[src/rtl/ldm_mem_seq.sv]
// Memory-side sequencer for LDM/STM: buffers beats from ldm_ctrl in a 2-entry FIFO,
// issues req/ack memory transfers, writes loaded words and performs base writeback.
module ldm_mem_seq (
    input  logic        clk,
    input  logic        rst_n,
    input  logic        en,
    input  logic        i_base_vld,
    input  logic [31:0] i_base,
    input  logic [3:0]  i_base_code,
    input  logic        i_wb,
    input  logic [31:0] i_wb_offset,
    input  logic        i_ldm_mem_vld,
    input  logic [31:0] i_ldm_offset,
    input  logic [3:0]  i_ldm_reg_code,
    input  logic        i_ldm_l,
    input  logic        i_ldm_last,
    output logic        o_stall,
    output logic        o_mem_req,
    output logic [31:0] o_mem_addr,
    output logic        o_mem_we,
    output logic [31:0] o_mem_wdata,
    input  logic        i_mem_ack,
    input  logic [31:0] i_mem_rdata,
    output logic [3:0]  o_rd_code,
    input  logic [31:0] i_rd_data,
    output logic        o_wr_en,
    output logic [3:0]  o_wr_code,
    output logic [31:0] o_wr_data,
    output logic        o_pc_load,
    output logic        o_busy
);

    typedef enum logic [1:0] {
        S_IDLE = 2'd0,
        S_REQ  = 2'd1,
        S_WB   = 2'd2
    } state_t;

    state_t state, state_nxt;

    logic [31:0] base_r;
    logic [3:0]  base_code_r;
    logic        wb_r;
    logic [31:0] wb_off_r;
    logic        base_loaded;

    logic [31:0] fifo_addr [2];
    logic [3:0]  fifo_code [2];
    logic        fifo_l    [2];
    logic        fifo_last [2];
    logic        wr_ptr;
    logic        rd_ptr;
    logic [1:0]  count;
    logic [1:0]  count_nxt;

    logic        full;
    logic        empty;
    logic        push;
    logic        pop;
    logic [31:0] base_eff;
    logic [31:0] push_addr;

    logic [31:0] head_addr;
    logic [3:0]  head_code;
    logic        head_l;
    logic        head_last;

    assign full      = (count == 2'd2);
    assign empty     = (count == 2'd0);
    assign push      = i_ldm_mem_vld & en & ~full;
    assign pop       = (state == S_REQ) & i_mem_ack;
    // A base context arriving with the beat takes precedence over the latched one.
    assign base_eff  = i_base_vld ? i_base : base_r;
    assign push_addr = base_eff + i_ldm_offset;

    assign head_addr = fifo_addr[rd_ptr];
    assign head_code = fifo_code[rd_ptr];
    assign head_l    = fifo_l[rd_ptr];
    assign head_last = fifo_last[rd_ptr];

    always_comb begin
        count_nxt = count;
        case ({push, pop})
            2'b10:   count_nxt = count + 2'd1;
            2'b01:   count_nxt = count - 2'd1;
            default: count_nxt = count;
        endcase
    end

    always_ff @(posedge clk or negedge rst_n) begin
        if (!rst_n) begin
            base_r      <= '0;
            base_code_r <= '0;
            wb_r        <= 1'b0;
            wb_off_r    <= '0;
        end else if (i_base_vld) begin
            base_r      <= i_base;
            base_code_r <= i_base_code;
            wb_r        <= i_wb;
            wb_off_r    <= i_wb_offset;
        end
    end

    always_ff @(posedge clk or negedge rst_n) begin
        if (!rst_n) begin
            base_loaded <= 1'b0;
        end else if (i_base_vld) begin
            base_loaded <= 1'b0;
        end else if (pop && head_l && (head_code == base_code_r)) begin
            base_loaded <= 1'b1;
        end
    end

    always_ff @(posedge clk or negedge rst_n) begin
        if (!rst_n) begin
            for (int unsigned i = 0; i < 2; i++) begin
                fifo_addr[i] <= '0;
                fifo_code[i] <= '0;
                fifo_l[i]    <= 1'b0;
                fifo_last[i] <= 1'b0;
            end
            wr_ptr <= 1'b0;
            rd_ptr <= 1'b0;
            count  <= '0;
        end else begin
            if (push) begin
                fifo_addr[wr_ptr] <= push_addr;
                fifo_code[wr_ptr] <= i_ldm_reg_code;
                fifo_l[wr_ptr]    <= i_ldm_l;
                fifo_last[wr_ptr] <= i_ldm_last;
                wr_ptr            <= ~wr_ptr;
            end
            if (pop) begin
                rd_ptr <= ~rd_ptr;
            end
            count <= count_nxt;
        end
    end

    always_ff @(posedge clk or negedge rst_n) begin
        if (!rst_n) begin
            state <= S_IDLE;
        end else begin
            state <= state_nxt;
        end
    end

    always_comb begin
        state_nxt = state;
        case (state)
            S_IDLE: begin
                if (!empty && en) begin
                    state_nxt = S_REQ;
                end
            end
            S_REQ: begin
                if (i_mem_ack) begin
                    if (head_last && wb_r) begin
                        state_nxt = S_WB;
                    end else if ((count_nxt != 2'd0) && en) begin
                        state_nxt = S_REQ;
                    end else begin
                        state_nxt = S_IDLE;
                    end
                end
            end
            S_WB: begin
                state_nxt = S_IDLE;
            end
            default: begin
                state_nxt = S_IDLE;
            end
        endcase
    end

    always_comb begin
        o_mem_req   = 1'b0;
        o_mem_addr  = '0;
        o_mem_we    = 1'b0;
        o_mem_wdata = '0;
        o_rd_code   = '0;
        if (state == S_REQ) begin
            o_mem_req   = 1'b1;
            o_mem_addr  = {head_addr[31:2], 2'b00};
            o_mem_we    = ~head_l;
            o_rd_code   = head_code;
            o_mem_wdata = i_rd_data;
        end
    end

    // Load writes follow their ack by one cycle; the WB write is issued from the WB
    // state, which is itself a cycle after the final ack, so the two never overlap.
    always_ff @(posedge clk or negedge rst_n) begin
        if (!rst_n) begin
            o_wr_en   <= 1'b0;
            o_wr_code <= '0;
            o_wr_data <= '0;
            o_pc_load <= 1'b0;
        end else begin
            o_wr_en   <= 1'b0;
            o_wr_code <= '0;
            o_wr_data <= '0;
            o_pc_load <= 1'b0;
            if (pop && head_l) begin
                o_wr_en   <= 1'b1;
                o_wr_code <= head_code;
                o_wr_data <= i_mem_rdata;
                o_pc_load <= (head_code == 4'd15);
            end else if ((state == S_WB) && !base_loaded) begin
                o_wr_en   <= 1'b1;
                o_wr_code <= base_code_r;
                o_wr_data <= base_r + wb_off_r;
            end
        end
    end

    assign o_stall = full;
    assign o_busy  = ~empty | (state != S_IDLE) | o_wr_en;

endmodule
[config.mk]
export PLATFORM = sky130hd
export DESIGN_NAME = ldm_mem_seq
export DESIGN_NICKNAME = d
export VERILOG_FILES = /design/src/rtl/ldm_mem_seq.sv
export SDC_FILE = /design/constraint.sdc
export NUM_CORES = 1
export LEC_CHECK = 0
export CAP_MARGIN = 20
export CELL_PAD_IN_SITES_DETAIL_PLACEMENT = 1
export CELL_PAD_IN_SITES_GLOBAL_PLACEMENT = 1
export CORE_MARGIN = 10
export CORE_UTILIZATION = 34
export CTS_CLUSTER_DIAMETER = 60
export CTS_CLUSTER_SIZE = 14
export DETAILED_ROUTE_END_ITERATION = 8
export MAX_ROUTING_LAYER = met4
export PLACE_DENSITY = 0.83
export SYNTH_ARGS = -nofsm -noshare
export SYNTH_HDL_FRONTEND = slang
export SYNTH_SLANG_ARGS = --single-unit
[constraint.sdc]
create_clock -name clk -period 2.8 [get_ports clk]
set_input_delay 0.42 -clock clk [delete_from_list [all_inputs] [get_ports clk]]
set_output_delay 0.42 -clock clk [all_outputs]
set_load 0.1 [all_outputs]
# ---- After elaboration in Yosys (flattened, before gate mapping)
# Index checks and enable logic that the tools add are counted.
dict set report classes {
  n_reduce_logical 15
  n_mux 43
  n_eq_ne 9
  addsub 4
  n_lt_le_gt_ge 3
  bitwise 12
}
# cell count
set ops {}
lappend ops {{two-way mux 32 bit} 9}
lappend ops {{adder 32 bit} 2}
lappend ops {{bitwise mux 64 bit} 1}
lappend ops {{demux 32 bit (select 1 bit)} 1}
lappend ops {{two-way mux 4 bit} 7}
lappend ops {{two-way mux 1 bit} 15}
lappend ops {{bitwise mux 8 bit} 1}
lappend ops {{one-hot mux 2 bit (2 select lines)} 2}
lappend ops {{logical AND 1 bit} 7}
lappend ops {{== test 2 bit, second input constant} 3}
lappend ops {{two-way mux 2 bit} 3}
lappend ops {{nonzero test 2 bit} 3}
lappend ops {{inverter 1 bit} 5}
lappend ops {{bitwise mux 2 bit} 2}
lappend ops {{demux 4 bit (select 1 bit)} 1}
lappend ops {{== test 2 x 1 -> 1 bit, second input constant} 2}
lappend ops {{== test 4 bit} 1}
lappend ops {{== test 4 bit, second input constant} 1}
lappend ops {{greater-or-equal comparator 2 bit, second input constant} 2}
lappend ops {{logical NOT 2 bit} 2}
lappend ops {{!= test 2 bit, second input constant} 2}
lappend ops {{inverter 1 -> 2 bit} 2}
lappend ops {{bitwise AND 1 bit} 3}
lappend ops {{adder 2 x 1 -> 2 bit, second input constant} 1}
lappend ops {{other kinds (6)} 8}
dict set report word_totals {
  inputBits 177
  output_inout_bits 110
  ff_bits 190
  wordCells 107
}

# ---- Logic depth before layout (Yosys ltp)
# Gate-level depths: netlist of run 1.
dict set report depth {
  depth_word 11
  mapped_depth 13
}

# ---- Least setup slack after synthesis of run 1
# OpenSTA, ideal clock, no wires.
dict set report synth_timing {
  path_type {input-to-reg}
  startpoint {input port i_base_vld}
  endpoint {register fifo_addr[61] (netlist name)}
  slack_ns -0.522
  setup_ns 0.125
  n_path_buf 2
  path_stages 12
  t_required_ns 2.675
  t_arrival_ns 3.198
  cell_sequence {buf_4 clkbuf_1 mux2_2 ha_1 o21ai_0 a21boi_0 o22ai_2 o41ai_2 a31oi_1 o31ai_2 xor2_1 mux2_2}
}
dict set report synth_between {
  elab_chain_len 3
}
# item line
set synth_rtl {}
lappend synth_rtl {{start, declared} 7} ;# input logic i_base_vld,
lappend synth_rtl {{two-way mux 32 bit} -}
lappend synth_rtl {{via base_eff[3]} 60} ;# logic [31:0] base_eff;
lappend synth_rtl {{adder 32 bit} 74} ;# assign push_addr = base_eff + i_ldm_offset;
lappend synth_rtl {{bitwise mux 64 bit} 127} ;# fifo_addr[wr_ptr] <= push_addr;
lappend synth_rtl {{end signal, assigned by index} 127}
lappend synth_rtl {{end, declared} 47} ;# logic [31:0] fifo_addr [2];
# The timed path passes the listed nets, and every way through them passes these cells.
# A chain may end at the register's enable or synchronous reset.

# ---- Worst setup path after layout of run 1
dict set report layout_timing {
  startpoint {register base_r[7]}
  endpoint {register fifo_addr[59] (netlist name)}
}
dict set report layout_between {
  elab_chain_len 3
}
# item line
set layout_rtl {}
lappend layout_rtl {{start, declared} 41} ;# logic [31:0] base_r;
lappend layout_rtl {{start signal, assigned} 97} ;# base_r <= i_base;
lappend layout_rtl {{two-way mux 32 bit} -}
lappend layout_rtl {{via base_eff[7]} 60}
lappend layout_rtl {{adder 32 bit} 74}
lappend layout_rtl {{bitwise mux 64 bit} 127}
# The timed path passes the listed nets, and every way through them passes these cells.

==> out/summary.log, run 1 <==
qor: sta.finalClockSkew 0.00758 ns
qor: synth.netlist.area_leader.share 42.2%
qor: synth.synthDominantAreaCellType sky130_fd_sc_hd__dfrtp_1
qor: synth.syn-cell-area 0.0110 mm^2
qor: sta.grt_setup_unrepaired yes
qor: route.iteration_0_drc_count_of_the_detailed_router 513
qor: min_path.hold_path.class input port to register
qor: sta.relSlewSlack 30.8%
qor: critical_path.arrival 3.18 ns
qor: layout.layout-drive-gt1-share 33.5%
qor: power.p_leak 7.75 nW
qor: synth.synthMostInstantiatedCell sky130_fd_sc_hd__dfrtp_1
qor: synth.total_of_warnings_raised_by_yosys 0
qor: critical_path.critPathCaptureType register
qor: clock_network.tritoncts built
qor: route.route.detailed.wl_per_inst 22.8 um
qor: floorplanning.design.core.area 0.0318 mm^2
qor: critical_path.crit_slowest_cell sky130_fd_sc_hd__dfrtp_1
qor: floorplanning.num_io_pins 287
qor: layout.regArea 0.00466 mm^2
qor: grt.grt_pass1_vias 11.3k
qor: sta.shortest_period_the_worst_path_allows 2.79 ns
qor: placement.gpl.final_weighted_congestion 0.927
qor: critical_path.path_buf_inv 2
qor: floorplanning.placementRows 65
qor: clock_network.root_buffer sky130_fd_sc_hd__clkbuf_16
qor: run_status.status finished, final reports clean
qor: synth.synthCells 1134
qor: sta.final.setup.tns 0 ns
qor: floorplanning.die_h 200 um
qor: critical_path.cp_num_cells 11
qor: layout.utilization 54.4%
qor: floorplanning.die-area 0.0400 mm^2
qor: sta.slew_viol_final 0
qor: synth.synth.avg_cell_area 9.72 um^2
qor: grt.grt_antenna_before_repair 8
qor: critical_path.critPathMaxStageDelay 0.42 ns
qor: clock_network.cts-htree-levels 4
qor: synth.number_of_flip_flops_and_latches_in_the_synthesized_netlist 186
qor: clock_network.cts-buffers-inserted 17
qor: sta.timing_hold_violations_final 0
qor: synth.netlist-cell-type-count 60
qor: layout.multi_input_logic_area 0.00668 mm^2
qor: sta.setup_violations 0
qor: sta.period_share 99.5%
qor: layout.filler_cell_count 3446
qor: min_path.timing.hold.worst_path_depth 2
qor: synth.synthArstFlopShare 100%
qor: synth.sequential_to_total_area_share_from_yosys_stat 42.2%
qor: run.max-cap-violations 0
qor: sta.maxClockFrequency 359 MHz
qor: clock_network.cts_num_sinks 186
qor: route.routed-via-count 10.3k
qor: critical_path.criticalPathCategory register to register
qor: layout.final_net_count 1792
qor: critical_path.worstSetupStartpointType register
qor: grt.grt_pass1_wl 66700 um
qor: critical_path.list_of_cells_traversed_by_the_critical_path mux2_4, ha_4, buf_4, and4_1, a221oi_2, buf_4, a211oi_4, nand2_1, o211ai_1, xor2_1, mux2_4
qor: clock_network.ctsLongestPathBuffers 2
qor: route.firstDrtPassIters 5
qor: floorplanning.floorplan.initialDensity 34.6%
qor: grt.gr-usage-all-layers 22.4%
qor: synth.synth.top_cells.by_count sky130_fd_sc_hd__dfrtp_1, sky130_fd_sc_hd__nand2_1, sky130_fd_sc_hd__mux2_2, sky130_fd_sc_hd__o21ai_0, sky130_fd_sc_hd__nor2_1
qor: power.p_per_area 991 mW/mm^2
qor: sta.worst-slew-pin-transition 1.04 ns
qor: synth.postSynth.topFlopCell sky130_fd_sc_hd__dfrtp_1
qor: critical_path.critical_path.top_delay_family compound AO/OA/AOI/OAI gates
qor: placement.detailed_place_hpwl 35400 um
qor: critical_path.rr_worst_depth 11
qor: route.drt_drc_violations_left 0
qor: floorplanning.fp.dieW 200 um
qor: synth.synth-edff-count 0
qor: route.drtAntennaViolNets 0
qor: route.routed_wl 45900 um
qor: layout.area.growth.synth_to_final 57.0%
qor: clock_network.worstSkewPairLatency 0.45 ns
qor: placement.place.port_buffers 284
qor: synth.yosys-top-cells-area sky130_fd_sc_hd__dfrtp_1, sky130_fd_sc_hd__mux2_2, sky130_fd_sc_hd__ha_1
qor: power.ir_worst_vdd 885 uV
qor: critical_path.required 3.19 ns
qor: grt.globalRouteOverflowTotal 0
qor: critical_path.critical_path.max_fanout 4
qor: route.route.detailed.vias_per_inst 5.14
qor: clock_network.cts_clock_pin_slew_for_the_worst_setup_and_hold_paths 0.07 ns
qor: grt.grt_max_degree 85
[path summary, 6_finish.rpt]
path,endpoint,start,slack (ns)
max in group asynchronous,wb_off_r[30],rst_n,1.38
min in group asynchronous,fifo_addr[38],rst_n,0.47
min,base_r[4],i_base_vld,0.38
min reg2reg,fifo_last[1],fifo_last[1],0.47
max,fifo_addr[59],base_r[7],0.01
max reg2reg,fifo_addr[59],base_r[7],0.01
[kinds of logic after synthesis]
kind of cell    after synthesis  synth area share, %
simple gates                343                 14.0
flops                       186                 42.2
other cells                   1               0.0340
compound gates              254                 14.2
fa+ha+maj                    63                 7.22
xor+xnor                     68                 5.41
mux                         142                 14.1
buf+inv                      77                 2.76
[registers in the layout, indices dropped and copies added, names as in the netlist, 2 cells and up]
register,flops
wb_off_r,32
base_r,32
fifo_code,8
base_code_r,4
fifo_addr,60
fifo_l,2
o_wr_code,4
count,2
state,2
o_wr_data,32
fifo_last,2
[power by group]
part / leakage, nW / internal [mW] / switching, mW
clock: 0.275 / 1.32 / 1.17
sequential: 2.30 / 3.43 / 0.492
combinational: 5.17 / 3.92 / 6.81
total: 7.75 / 8.67 / 8.47
[layout by cell type, fill, tap and decap left out, types with 14 or more instances in the layout]
cell type	n
sky130_fd_sc_hd__clkbuf_16	17
sky130_fd_sc_hd__ha_4	14
sky130_fd_sc_hd__dfrtp_1	185
sky130_fd_sc_hd__a21o_1	18
sky130_fd_sc_hd__xor2_1	29
sky130_fd_sc_hd__xnor2_1	38
sky130_fd_sc_hd__o21ai_0	77
sky130_fd_sc_hd__a21oi_2	14
sky130_fd_sc_hd__clkdlybuf4s50_1	174
sky130_fd_sc_hd__nor2_2	33
sky130_fd_sc_hd__inv_1	24
sky130_fd_sc_hd__nand2_1	165
sky130_fd_sc_hd__buf_4	200
sky130_fd_sc_hd__mux2_2	93
sky130_fd_sc_hd__mux2i_1	35
sky130_fd_sc_hd__a21oi_1	50
sky130_fd_sc_hd__and2_1	38
sky130_fd_sc_hd__nor2_1	42
sky130_fd_sc_hd__buf_12	72
sky130_fd_sc_hd__mux2_4	14
sky130_fd_sc_hd__ha_1	45
[layout make-up]
type | instances | share of cell area (%)
Multi-Input combinational cell | 872 | 38.6
Tap cell | 435 | 3.15
Antenna cell | 9 | 0.130
Sequential cell | 186 | 26.9
Clock buffer | 18 | 2.48
Clock inverter | 13 | 0.832
Inverter | 26 | 0.564
Timing Repair Buffer | 449 | 27.3
[through the flow]
stage | cells | area [um^2] | hold slack (ns) | power (mW) | setup WS, ns
2_1_floorplan | 1135 | 11500 | 0.124 | 10.5 | -0.0992
3_3_place_gp | 1947 | 16300 | 0.398 | 14.2 | -0.457
3_5_place_dp | 1947 | 16300 | 0.399 | 14.5 | -0.532
4_1_cts | 1980 | 16900 | 0.442 | 17.0 | 0.00726
5_1_grt | 2007 | 17300 | 0.380 | 17.9 | -0.150
6_report | 2008 | 17300 | 0.383 | 17.1 | 0.0136
[metal layers]
| layer | vias to the layer above | GRT usage (%) | part of all wire, % |
|---|---|---|---|
| met5 | - | - | 0 |
| met1 | 5245 | 27.0 | 43 |
| met2 | 198 | 38.1 | 52 |
| met3 | 58 | 3.08 | 3.1 |
| met4 | 0 | 7.07 | 2.1 |
| li1 | 4817 | - | - |
[repair_timing]
action / CTS / global route
endpoints found under the hold margin: 50 / 0
setup buffers: 1 / 19
hold buffers: 1 / 0
gates resized for setup: 6 / 61
gates cloned: 0 / 0
endpoints found under the setup margin: 41 / 43
pin swaps: 1 / 31
No activity file was read; power rests on OpenSTA's default activity.
==> inputs of run 2 (changes only) <==
--- a/config.mk
+++ b/config.mk
@@ -6,9 +6,9 @@
 export NUM_CORES = 1
 export LEC_CHECK = 0
 export CAP_MARGIN = 20
-export CELL_PAD_IN_SITES_DETAIL_PLACEMENT = 1
+export CELL_PAD_IN_SITES_DETAIL_PLACEMENT = 0
 export CELL_PAD_IN_SITES_GLOBAL_PLACEMENT = 1
-export CORE_MARGIN = 10
+export CORE_MARGIN = 1.5
 export CORE_UTILIZATION = 34
 export CTS_CLUSTER_DIAMETER = 60
 export CTS_CLUSTER_SIZE = 14
==> run 2 against run 1 <==
  * Register-to-register slack better by 0.06 ns
  * Global-route usage is 0.44 points lower
  * Power is 3.1% lower
  * Via count is 6.1% lower
  * Die area is 16% lower
  * Sequential power hardly changed
  * Cell count is 3.0% lower
  * Non-clock buffer count is 24 lower
  * First-iteration DRC count is 0.39% higher
  * Clock skew is 0.0047 ns higher
  * Count of clock-buffer cells in the layout is 2 higher
  * Largest cell class unchanged
==> out/summary.log, run 2 (same netlist as run 1, synthesis figures left out) <==
qor: run_status.status finished, final reports clean
qor: clock_network.root_buffer sky130_fd_sc_hd__clkbuf_16
qor: sta.period_share 97.3%
qor: floorplanning.die_h 183 um
qor: layout.final_cell_mix sky130_fd_sc_hd__dfrtp_1, sky130_fd_sc_hd__buf_4, sky130_fd_sc_hd__clkdlybuf4s50_1
qor: grt.grt_pass1_vias 10.0k
qor: critical_path.critical_path.max_fanout 6
qor: critical_path.rr_worst_depth 9
qor: clock_network.cts-htree-levels 4
qor: power.clock_power_share 14.7%
qor: critical_path.criticalPathCategory register to register
qor: route.route.detailed.wl_per_inst 18.2 um
qor: layout.layout-drive-gt1-share 31.2%
qor: power.internal_power 8.51 mW
qor: placement.gpl.final_weighted_congestion 0.894
qor: grt.gr-usage-all-layers 21.9%
qor: route.drtAntennaViolNets 0
qor: layout.regArea 0.00466 mm^2
qor: critical_path.critical_path_launch_point base_r[9]
qor: sta.finalClockSkew 0.0123 ns
qor: route.firstDrtPassIters 5
qor: floorplanning.floorplan.initialDensity 34.7%
qor: route.routed_wl 35400 um
qor: sta.grt_setup_unrepaired yes
qor: route.drt_drc_violations_left 0
qor: grt.globalRouteOverflowTotal 0
qor: power.netSwitchingPower 8.09 mW
qor: clock_network.cts_num_sinks 186
qor: power.ir_worst_vdd 838 uV
qor: floorplanning.die-area 0.0335 mm^2
qor: power.power_frac_comb 61.9%
qor: placement.placedInstanceArea 0.0162 mm^2
qor: critical_path.arrival 3.05 ns
qor: clock_network.cts-buffers-inserted 17
qor: power.p_per_area 979 mW/mm^2
qor: grt.grt_pass1_wl 54900 um
qor: clock_network.tritoncts built
qor: layout.top_register fifo_addr
qor: critical_path.r2r_start base_r[9]
qor: sta.timing_hold_violations_final 0
qor: route.route.detailed.vias_per_inst 4.97
qor: route.routed-via-count 9689
qor: sta.final.setup.tns 0 ns
qor: floorplanning.placementRows 65
qor: power.power_frac_seq 23.4%
qor: clock_network.worstSkewPairLatency 0.44 ns
qor: critical_path.worstSetupStartpointType register
qor: placement.detailed_place_hpwl 28000 um
qor: floorplanning.num_io_pins 287
qor: critical_path.required 3.13 ns
qor: clock_network.cts-hold-fix-buffers 0
qor: floorplanning.design.core.area 0.0317 mm^2
qor: layout.filler_cell_count 2801
qor: clock_network.ctsLongestPathBuffers 2
qor: route.iteration_0_drc_count_of_the_detailed_router 515
qor: sta.worst-slew-pin-transition 0.986 ns
qor: grt.grt_max_degree 78
qor: run.max-cap-violations 0
qor: power.p_leak 7.60 nW
qor: layout.utilization 53.5%
qor: layout.largest_register_ff_count 60
qor: sta.setup_violations 0
qor: power.swShare 48.7%
qor: placement.place.port_buffers 284
qor: layout.multi_input_logic_area 0.00657 mm^2
qor: min_path.hold_path.class input port to asynchronous set/reset pin
qor: grt.grt_antenna_before_repair 6
qor: layout.layout_commonest_cell sky130_fd_sc_hd__dfrtp_1
qor: sta.maxClockFrequency 367 MHz
qor: layout.final_net_count 1768
qor: sta.shortest_period_the_worst_path_allows 2.72 ns
qor: sta.relSlewSlack 34.1%
qor: critical_path.critPathCaptureType register
qor: clock_network.cts_clock_pin_slew_for_the_worst_setup_and_hold_paths 0.07 ns
qor: layout.finish.instance_area 0.0170 mm^2
qor: sta.slew_viol_final 0
qor: layout.area.growth.synth_to_final 53.9%
qor: floorplanning.fp.dieW 183 um
[run 2: what timing repair did]
item / in CTS / in global routing
pin swaps: 0 / 13
buffers inserted: 0 / 1
gates resized for setup: 1 / 32
setup endpoints to repair: 2 / 34
[run 2: power by group through the flow]
stage | clock network, mW | registers (mW) | logic [mW]
after floorplan | 0 | 4.46 | 6.07
after global placement | 0 | 3.90 | 10.2
after detailed placement | 0 | 3.94 | 10.2
after CTS | 2.51 | 3.89 | 10.3
after global routing | 2.60 | 3.98 | 10.8
final | 2.44 | 3.89 | 10.3
[run 2: area by class of cell]
class / count / share of cell area [%]
sequential: 186 / 27.5
tap: 402 / 2.97
inverter: 26 / 0.576
timing repair buffer: 425 / 26.8
multi-input combinational: 872 / 38.7
antenna: 6 / 0.0886
clock inverter: 11 / 0.657
clock buffer: 20 / 2.75
[run 2: per-layer routing]
layer / vias up / part of all wire [%] / GRT usage [%]
met5: - / 0 / -
met2: 204 / 48 / 34.9
li1: 4794 / - / -
met1: 4654 / 46 / 28.8
met4: 0 / 1.9 / 7.21
met3: 37 / 3.7 / 3.26
[run 2: path summary, 6_finish.rpt]
kind	endpoint	slack [ns]
setup / recovery	fifo_addr[61]	0.08
hold / removal	fifo_addr[35]	0.02
setup reg to reg	fifo_addr[61]	0.08
hold reg to reg	fifo_last[1]	0.48
max in group asynchronous	wb_off_r[30]	2.01
min in group clk	base_r[3]	0.41
[run 2: worst max-delay path, cell delays in order, from the launching register on]
cell	delay, ns
sky130_fd_sc_hd__dfrtp_1	0.43
sky130_fd_sc_hd__mux2_4	0.31
sky130_fd_sc_hd__ha_4	0.30
sky130_fd_sc_hd__nand4_1	0.16
sky130_fd_sc_hd__buf_4	0.19
sky130_fd_sc_hd__o41ai_4	0.41
sky130_fd_sc_hd__a31oi_4	0.18
sky130_fd_sc_hd__o31ai_2	0.23
sky130_fd_sc_hd__xor2_1	0.12
sky130_fd_sc_hd__mux2_2	0.27
[run 2: per-stage QoR]
stage	cells	worst slack, ns	hold WS [ns]	power [mW]
after floorplan	1135	-0.0992	0.124	10.5
after global placement	1910	-0.377	0.451	14.1
after detailed placement	1910	-0.392	0.462	14.1
after CTS	1941	0.0427	0.0311	16.6
after global routing	1948	-0.0327	0.0713	17.4
final	1948	0.0765	0.0230	16.6
==> inputs of run 3 (changes only) <==
--- a/config.mk
+++ b/config.mk
@@ -14,7 +14,7 @@
 export CTS_CLUSTER_SIZE = 14
 export DETAILED_ROUTE_END_ITERATION = 8
 export MAX_ROUTING_LAYER = met4
-export PLACE_DENSITY = 0.83
+export PLACE_DENSITY_LB_ADDON = 0.05
 export SYNTH_ARGS = -nofsm -noshare
 export SYNTH_HDL_FRONTEND = slang
 export SYNTH_SLANG_ARGS = --single-unit
==> run 3 against run 2 <==
  * Clock skew up 0.0035 ns
  * Cell count up 0.51%
  * Core utilization is 0.38 points higher
  * First-iteration DRC count down 34%
  * Sequential power fell by 1%
  * Critical path depth is 1 higher
  * Highest routed layer unchanged
==> out/summary.log, run 3 (same netlist as run 1, synthesis figures left out) <==
qor: min_path.timing.hold.worst_path_depth 3
qor: route.firstDrtPassIters 6
qor: layout.filler_cell_count 2854
qor: critical_path.required 3.14 ns
qor: floorplanning.placementRows 65
qor: sta.grt_setup_unrepaired yes
qor: critical_path.critPathMaxStageDelay 0.46 ns
qor: run_status.status finished, final reports clean
qor: sta.maxClockFrequency 365 MHz
qor: route.route.detailed.vias_per_inst 4.89
qor: layout.utilization 53.8%
qor: critical_path.crit_slowest_cell sky130_fd_sc_hd__o41ai_4
qor: route.drtAntennaViolNets 0
qor: layout.regArea 0.00466 mm^2
qor: grt.globalRouteOverflowTotal 0
qor: critical_path.arrival 3.09 ns
qor: sta.period_share 98.0%
qor: floorplanning.num_io_pins 287
qor: sta.timing_hold_violations_final 0
qor: min_path.hold_path.startpoint i_base_vld
qor: critical_path.critical_path.top_delay_family compound AO/OA/AOI/OAI gates
qor: critical_path.path_buf_inv 0
qor: critical_path.r2r-end fifo_addr[61]
qor: route.drt_drc_violations_left 0
qor: sta.setup_violations 0
qor: layout.layout_commonest_cell sky130_fd_sc_hd__buf_4
qor: clock_network.root_buffer sky130_fd_sc_hd__clkbuf_16
qor: critical_path.rr_worst_depth 10
qor: placement.detailed_place_hpwl 28000 um
qor: layout.largest_register_ff_count 60
qor: floorplanning.die-area 0.0335 mm^2
qor: clock_network.cts_num_sinks 186
qor: power.ir_worst_vdd 990 uV
qor: grt.grt_max_degree 62
qor: critical_path.critical_path.max_fanout 3
qor: floorplanning.design.core.area 0.0317 mm^2
qor: layout.top_register fifo_addr
qor: critical_path.r2r_setup_slack 0.06 ns
qor: power.p_leak 7.69 nW
qor: clock_network.cts-buffers-inserted 17
qor: power.p_per_area 980 mW/mm^2
qor: min_path.hold_path.class input port to register
qor: sta.finalClockSkew 0.0158 ns
qor: placement.placedInstanceArea 0.0163 mm^2
qor: critical_path.r2r_start base_r[3]
qor: floorplanning.floorplan.initialDensity 34.7%
qor: route.iteration_0_drc_count_of_the_detailed_router 340
qor: layout.multi_input_logic_area 0.00657 mm^2
qor: clock_network.tritoncts built
qor: critical_path.worstSetupStartpointType register
qor: min_path.worst_hold_path.endpoint base_r[1]
qor: sta.relSlewSlack 37.0%
qor: layout.final_net_count 1780
qor: critical_path.critPathCaptureType register
qor: sta.hold_ws 0.370 ns
qor: run.max-cap-violations 0
qor: sta.worst-slew-pin-transition 0.943 ns
qor: critical_path.list_of_cells_traversed_by_the_critical_path mux2_4, ha_4, o21ai_2, a21boi_2, o22ai_2, o41ai_4, a31oi_4, o31ai_2, xor2_1, mux2_4
qor: route.route.detailed.wl_per_inst 18.0 um
qor: clock_network.ctsLongestPathBuffers 2
qor: placement.place.port_buffers 284
qor: grt.gr-usage-all-layers 22.0%
qor: clock_network.worstSkewPairLatency 0.46 ns
qor: placement.preCtsSetupSlack -0.414 ns
qor: layout.layout-drive-gt1-share 31.8%
qor: route.routed_wl 35300 um
qor: floorplanning.fp.dieW 183 um
qor: grt.grt_pass1_vias 9776
qor: layout.finish.instance_area 0.0171 mm^2
qor: floorplanning.die_h 183 um
qor: grt.grt_pass1_wl 55100 um
qor: layout.area.growth.synth_to_final 55.0%
qor: layout.final_cell_mix sky130_fd_sc_hd__buf_4, sky130_fd_sc_hd__dfrtp_1, sky130_fd_sc_hd__clkdlybuf4s50_1
qor: sta.slew_viol_final 0
qor: placement.gpl.final_weighted_congestion 0.868
qor: sta.shortest_period_the_worst_path_allows 2.74 ns
qor: clock_network.cts_clock_pin_slew_for_the_worst_setup_and_hold_paths 0.08 ns
qor: grt.grt_antenna_before_repair 4
qor: clock_network.cts-htree-levels 4
qor: critical_path.path_common_cell sky130_fd_sc_hd__mux2_4
qor: critical_path.criticalPathCategory register to register
qor: sta.post-route-worst-setup-slack 0.0566 ns
qor: route.routed-via-count 9570
==> run 3: cell types whose count changed in the layout (fill, tap and decap cells not counted), moves of 3 or more <==
cell / change
sky130_fd_sc_hd__xnor2_1: -3
sky130_fd_sc_hd__o21ai_1: -4
sky130_fd_sc_hd__buf_4: +10
sky130_fd_sc_hd__xnor2_2: +3
==> run 3: through the flow <==
stage | power [mW] | instances | TNS, ns
floorplan | 10.5 | 1135 | -0.565
global placement | 14.1 | 1918 | -9.35
detailed placement | 14.2 | 1918 | -10.92
CTS | 16.8 | 1950 | 0
global route | 17.6 | 1958 | -0.224
finish | 16.7 | 1958 | 0
==> run 3: timing repair <==
action / in CTS / in global routing
buffers inserted: 0 / 4
gates resized for setup: 2 / 30
endpoints found under the setup margin: 6 / 27
hold buffers: 1 / 0
hold endpoints to repair: 56 / 0
pin swaps: 1 / 13
gates cloned: 0 / 0
==> run 3: how the worst max path moves through the flow <==
| stage | from | end | slack (ns) | cells after the start |
|---|---|---|---|---|
| CTS | base_r[6] | fifo_addr[55] | 0.002 | 11 |
| finish | base_r[3] | fifo_addr[61] | 0.06 | 10 |
| global route | base_r[2] | fifo_addr[29] | -0.05 | 10 |
| detailed placement | i_base[5] | fifo_addr[28] | -0.41 | 11 |
| global placement | i_base[5] | fifo_addr[28] | -0.37 | 11 |
| floorplan | i_base_vld | fifo_addr[61] | -0.1 | 12 |
==> run 3: final cells by class <==
cell class	count	area share, %
Clock inverter	11	0.799
Timing Repair Buffer	437	27.2
Tap cell	402	2.95
Clock buffer	20	2.67
Multi-Input combinational cell	872	38.4
Inverter	26	0.572
Antenna cell	4	0.0586
Sequential cell	186	27.3
==> run 3: where the power goes <==
| part | internal [mW] | total (mW) | switching, mW |
|---|---|---|---|
| Sequential | 3.43 | 3.84 | 0.416 |
| Combinational | 3.83 | 10.4 | 6.54 |
| Clock | 1.37 | 2.51 | 1.14 |
==> run 3: metal layers <==
layer  vias to the layer above  GRT usage, %  wire length, um
li1                       4819             -                -
met1                      4555          30.4            17200
met2                       162          33.5            16400
met3                        34          3.26             1050
met4                         0          6.62              556
met5                         -             -                0
==> run 3: worst register-to-register path: stages, from the launching register on <==
cell	delay, ns
sky130_fd_sc_hd__dfrtp_1	0.42
sky130_fd_sc_hd__mux2_4	0.32
sky130_fd_sc_hd__ha_4	0.29
sky130_fd_sc_hd__o21ai_2	0.05
sky130_fd_sc_hd__a21boi_2	0.12
sky130_fd_sc_hd__o22ai_2	0.13
sky130_fd_sc_hd__o41ai_4	0.46
sky130_fd_sc_hd__a31oi_4	0.18
sky130_fd_sc_hd__o31ai_2	0.24
sky130_fd_sc_hd__xor2_1	0.14
sky130_fd_sc_hd__mux2_4	0.28
